### src/rtl/dffsr_pipe_pkg.sv
// dffsr_pipe_pkg: shared constants, stage record and width helpers for the
// dffsr_pipe staging element and its stage sub-module.
package dffsr_pipe_pkg;

    // Default geometry and per-bit fill values for clear and preset.
    localparam int   DEF_WIDTH   = 2;
    localparam logic DEF_CLR_BIT = 1'b0;
    localparam logic DEF_PRE_BIT = 1'b1;

    // Stage record at default width; the stage module mirrors this layout
    // at its own WIDTH.
    typedef struct packed {
        logic                 valid;
        logic [DEF_WIDTH-1:0] data;
    } stage_t;

    // Ceiling log2 usable in constant expressions.
    function automatic int clog2(input int n);
        int r;
        r = 0;
        while ((1 << r) < n) r = r + 1;
        return r;
    endfunction

    // Occupancy counter width: must be able to hold the value DEPTH.
    function automatic int occ_width(input int depth);
        return clog2(depth + 1);
    endfunction

endpackage

### src/rtl/dffsr_pipe_stage.sv
// dffsr_pipe_stage: one data/valid register of one channel, with synchronous
// clear (highest priority), preset, and a load strobe from the top.
module dffsr_pipe_stage
    import dffsr_pipe_pkg::*;
#(
    parameter int               WIDTH   = DEF_WIDTH,
    parameter logic [WIDTH-1:0] CLR_VAL = {WIDTH{DEF_CLR_BIT}},
    parameter logic [WIDTH-1:0] PRE_VAL = {WIDTH{DEF_PRE_BIT}}
) (
    input  logic             clk,
    input  logic             clr,
    input  logic             pre,
    input  logic             load,
    input  logic [WIDTH-1:0] d_in,
    input  logic             v_in,
    output logic [WIDTH-1:0] d_out,
    output logic             v_out
);

    typedef struct packed {
        logic             valid;
        logic [WIDTH-1:0] data;
    } stage_w_t;

    stage_w_t r;

    // clr > pre > load; preset only loads data, it never creates a valid entry.
    always_ff @(posedge clk) begin
        if (clr) begin
            r.valid <= 1'b0;
            r.data  <= CLR_VAL;
        end else if (pre) begin
            r.valid <= 1'b0;
            r.data  <= PRE_VAL;
        end else if (load) begin
            r.valid <= v_in;
            r.data  <= d_in;
        end
    end

    assign d_out = r.data;
    assign v_out = r.valid;

endmodule

### src/rtl/dffsr_pipe.sv
// dffsr_pipe: CHAN independent WIDTH x DEPTH register pipelines with valid
// bits, synchronous clear/preset, shared advance enable and per-channel
// occupancy counters.
// Optional feature macro: DFFSR_PIPE_COLLAPSE_EN (bubble-collapsing stages).
module dffsr_pipe
    import dffsr_pipe_pkg::*;
#(
    parameter int               WIDTH   = 2,
    parameter int               DEPTH   = 3,
    parameter int               CHAN    = 2,
    parameter logic [WIDTH-1:0] CLR_VAL = {WIDTH{DEF_CLR_BIT}},
    parameter logic [WIDTH-1:0] PRE_VAL = {WIDTH{DEF_PRE_BIT}},
    localparam int              CW      = occ_width(DEPTH)
) (
    input  logic                  clk,
    input  logic                  clr,
    input  logic                  pre,
    input  logic                  en,
    input  logic [CHAN-1:0]       in_valid,
    input  logic [CHAN*WIDTH-1:0] d,
    output logic [CHAN-1:0]       in_ready,
    output logic [CHAN*WIDTH-1:0] q,
    output logic [CHAN-1:0]       out_valid,
    output logic [CHAN*CW-1:0]    occ
);

    if (DEPTH < 1) begin : g_depth_chk
        $error("dffsr_pipe: DEPTH must be at least 1");
    end

    for (genvar c = 0; c < CHAN; c++) begin : g_chan
        logic [WIDTH-1:0] dat [DEPTH];
        logic [DEPTH-1:0] vld;
        logic [DEPTH-1:0] ld;
        logic [CW-1:0]    occ_r;
        logic             accept;
        logic             leave;

`ifdef DFFSR_PIPE_COLLAPSE_EN
        // Load chain built from the output end: a stage loads when it is empty
        // or its successor loads, so bubbles get squeezed out even when en=0.
        always_comb begin
            logic [DEPTH-1:0] l;
            l = '0;
            l[DEPTH-1] = en | ~vld[DEPTH-1];
            for (int i = DEPTH - 2; i >= 0; i--) begin
                l[i] = ~vld[i] | l[i+1];
            end
            ld = l;
        end
`else
        assign ld = {DEPTH{en}};
`endif

        for (genvar i = 0; i < DEPTH; i++) begin : g_stage
            logic [WIDTH-1:0] src_d;
            logic             src_v;

            if (i == 0) begin : g_head
                assign src_d = d[c*WIDTH +: WIDTH];
                assign src_v = in_valid[c];
            end else begin : g_body
                assign src_d = dat[i-1];
                assign src_v = vld[i-1];
            end

            dffsr_pipe_stage #(
                .WIDTH   (WIDTH),
                .CLR_VAL (CLR_VAL),
                .PRE_VAL (PRE_VAL)
            ) u_stage (
                .clk   (clk),
                .clr   (clr),
                .pre   (pre),
                .load  (ld[i]),
                .d_in  (src_d),
                .v_in  (src_v),
                .d_out (dat[i]),
                .v_out (vld[i])
            );
        end

        // Stage0 loading is exactly "this channel accepts input this cycle".
        assign in_ready[c] = ld[0];
        assign accept      = in_valid[c] & ld[0];
        assign leave       = vld[DEPTH-1] & en;

        // Occupancy tracks entries in minus entries consumed; packing moves
        // words between stages without changing the count.
        always_ff @(posedge clk) begin
            if (clr || pre) begin
                occ_r <= '0;
            end else begin
                occ_r <= occ_r + CW'(accept) - CW'(leave);
            end
        end

        assign q[c*WIDTH +: WIDTH] = dat[DEPTH-1];
        assign out_valid[c]        = vld[DEPTH-1];
        assign occ[c*CW +: CW]     = occ_r;

        // Counter must always equal the number of valid stages.
        always @(posedge clk) begin
            if (!clr) begin
                assert (int'(occ_r) == $countones(vld))
                    else $error("dffsr_pipe: occ %0d disagrees with valid stages %b", occ_r, vld);
            end
        end
    end

endmodule
### config.mk
export PLATFORM = sky130hd
export DESIGN_NAME = dffsr_pipe
export DESIGN_NICKNAME = d
export VERILOG_FILES = /design/src/rtl/dffsr_pipe_pkg.sv /design/src/rtl/dffsr_pipe_stage.sv /design/src/rtl/dffsr_pipe.sv
export SDC_FILE = /design/constraint.sdc
export NUM_CORES = 1
export LEC_CHECK = 0
export ABC_AREA = 1
export CORE_MARGIN = 5
export CORE_UTILIZATION = 28
export DETAILED_ROUTE_END_ITERATION = 10
export SKIP_LAST_GASP = 1
export SLEW_MARGIN = 30
export SYNTH_ARGS = -nofsm -noshare
export SYNTH_HDL_FRONTEND = slang
export SYNTH_SLANG_ARGS = --single-unit
### constraint.sdc
create_clock -name clk -period 3 [get_ports clk]
set_input_delay 0.75 -clock clk [delete_from_list [all_inputs] [get_ports clk]]
set_output_delay 0.75 -clock clk [all_outputs]
set_load 0.02 [all_outputs]
==> impl_metrics.yaml <==
synth:
  yosys.area_share.simple_pct: 22.6
  netlist_area_sq_um: 986
  synth_top_family_by_area: "simple AND/OR/NAND/NOR gates"
  synth_fa_ha_area_share_pct: 5.08
  synth_edf_count: 0
  synth_compound_area_share_pct: 12.6
  muxShareOfSynthArea_pct: 0
  synth_flop_cell: "dfxtp_1"
  synthesis.nets: 143
  synthCells: 129
  ys_ff_latch: 22
  async_flop_share_pct: 0
  synth.avg_cell_area_sq_um: 7.64
  yosysWarnings: 0
  ys_seq_area_share_pct: 44.7
  synth_xor_area_share_pct: 0
  synthDistinctLibCells: 15
setup_path:
  crit_arrival_ps: 1890
  crit_top_cell: "clkdlybuf4s50_1"
  critPathLaunch: "en"
  rr_endpoint: "g_chan[1].occ_r[1]"
  critPathTopFamily: "buffers and inverters"
  crit_type: "in2out"
  crit_chain: "clkdlybuf4s50_1, clkdlybuf4s50_1"
  ff2ff_path_depth: 7
  slowest_stage: "clkdlybuf4s50_1"
  slowest_delay_ps: 620
  crit_cells: 2
  worst-r2r-setup-slack_ps: 1800
  endpoint: "in_ready[1]"
  cp_max_fo: 4
  path_buf_inv: 2
  start_kind: "primary input"
  rr_startpoint: "g_chan[1].g_stage[2].u_stage.v_out"
  cp-end-kind: "output port"
  critical_path_required_ps: 2250
final_layout:
  postLayoutCellArea_sq_mm: 0.00123
  syn_to_final_growth_pct: 24.5
  drive_gt1_share_pct: 8.11
  regArea_sq_um: 440
  n_fill_cell: 389
  nets: 163
  final_common_cell: "nand2_1"
  n_antenna_cell: 0
  multi_input_area_sq_um: 397
  layout_common_cells: "40 x nand2_1, 23 x a21oi_1, 22 x dfxtp_1"
global_route:
  grt_max_degree: 14
  grt_pass1_wl_mm: 3.28
  grt_overflow: 0
  track_usage_pct: 8.08
  antenna_found_initial: 0
  grt_pass1_vias: 827
timing:
  period_needed_ps: 2640
  hold_viol_final: 0
  skew_ps: 3.46
  finalMaxSlewViolations: 0
  slew_headroom_pct: 73.4
  post-route-period-util_pct: 88.0
  worst_slew_pin_slew_ps: 398
  setup_viol: 0
  fin_setup_tns_ps: 0
  max_freq_mhz: 379
  rsz0062_at_grt: "no"
power_and_ir_drop:
  netSwitchingPower_w: 0.000133
  swShare_pct: 24.2
  vdd_drop_max_mv: 0.287
  seqPwrFrac_pct: 57.0
  internal-power_w: 0.000416
  power.leakage_nw: 0.527
  combPwrFrac_pct: 14.0
  powerDensity_mw_per_mm2: 448
  pwr-share-clk_pct: 29.0
place:
  dp_hpwl_mm: 1.34
  place_area_sq_mm: 0.00119
  gp_congestion: 0.733
  portBuffers: 21
die:
  initial_core_util_pct: 29.3
  die_x_microns: 69.3
  die_h_microns: 69.3
  io_pins: 22
  core_sq_mm: 0.00336
  rows: 21
  die-area_sq_mm: 0.00481
cts:
  numCtsBuffers: 3
  cts_buffer_depth: 2
  cts_tree: "done"
  path_clk_slew_ps: 110
  h-tree-depth: 1
  clock-sinks: 22
  cts_setup_buffers: 0
  post_cts_resized: 0
  cts_hold_buf: 0
  insertion_delay_ps: 310
  cts-root-buf: "clkbuf_4"
outcome:
  outcome: "complete, no violations"
detailed_routing:
  drtIter0Drc: 15
  wl_mm: 1.71
  ant_nets: 0
  route.detailed.drc: 0
  vias_per_cell: 4.29
  first_pass_iters: 4
  routedWlPerCell_microns: 8.79
  vias: 832
min_path:
  hold_class: "reg2reg"
job:
  drv_cap: 0
[sequential cells by signal, summed over array words and instances, names as in the netlist]
signal,count
g_chan.g_stage.u_stage.d_out,12
g_chan.g_stage.u_stage.v_out,6
g_chan.occ_r,4
[worst register-to-register path: stages, from the launching register on]
cell and delay (ps):
dfxtp_1 340, nand2_1 70, inv_1 40, ha_1 270, inv_1 60, ha_1 150
nand3_1 80, a21oi_1 140
[kinds of logic after synthesis]
group                      after synthesis
adders and majority gates                4
AOI/OAI and AO/OA                       24
DFF                                     22
and+or+nand+nor                         52
buffers and inverters                   27
[cell usage after synthesis (2+ instances only)]
cell / instances / share of area, %
buf_4: 4 / 3.0
dfxtp_1: 22 / 45
nand2_1: 40 / 15
buf_6: 3 / 3.4
nand3_1: 6 / 3.0
a21oi_1: 23 / 12
nand2_2: 2 / 1.3
nor2_1: 2 / 0.76
ha_1: 4 / 5.1
inv_1: 18 / 6.9
[per-stage QoR]
step	total power (W)	hold slack [ps]	worst slack [ps]	util, %	instances
2_1_floorplan	0.000369	436	1320	-	129
3_3_place_gp	0.000396	443	366	35.4	190
3_5_place_dp	0.000398	452	345	35.4	190
4_1_cts	0.000558	471	345	36.5	194
5_1_grt	0.000584	483	326	36.5	194
6_report	0.000550	467	360	36.5	194
[routing by layer]
metal	global-route usage [%]	wire, microns
met1	8.81	764
met2	13.8	798
met3	3.62	120
met4	2.82	23
met5	0	0
[power groups by stage]
stage	Clock, W	Combinational (W)	Sequential, W
5_1_grt	0.000181	0.0000874	0.000315
4_1_cts	0.000167	0.0000783	0.000313
3_3_place_gp	0	0.0000768	0.000319
6_report	0.000160	0.0000768	0.000313
2_1_floorplan	0	0.0000437	0.000325
3_5_place_dp	0	0.0000778	0.000320
[how the worst min path moves through the flow]
stage	startpoint	endpoint	slack, ps	depth (start not counted)
after detailed placement	g_chan[1].g_stage[0].u_stage.v_out	g_chan[1].g_stage[1].u_stage.v_out	450	2
after global placement	g_chan[1].g_stage[1].u_stage.v_out	g_chan[1].g_stage[2].u_stage.v_out	440	2
after global routing	g_chan[1].g_stage[1].u_stage.v_out	g_chan[1].g_stage[2].u_stage.v_out	480	2
after CTS	g_chan[1].g_stage[0].u_stage.v_out	g_chan[1].g_stage[1].u_stage.v_out	470	2
after floorplan	g_chan[1].g_stage[0].u_stage.v_out	g_chan[1].g_stage[1].u_stage.v_out	440	2
final	g_chan[1].g_stage[0].u_stage.v_out	g_chan[1].g_stage[1].u_stage.v_out	470	2
[cell type report]
type                       instances  area share, %
clock buffer                       4           2.96
sequential                        22           35.9
tap                               46           4.69
inverter                          19           5.81
multi-input combinational         80           32.3
timing repair buffer              23           18.3
(Power assumes the default switching activity.)
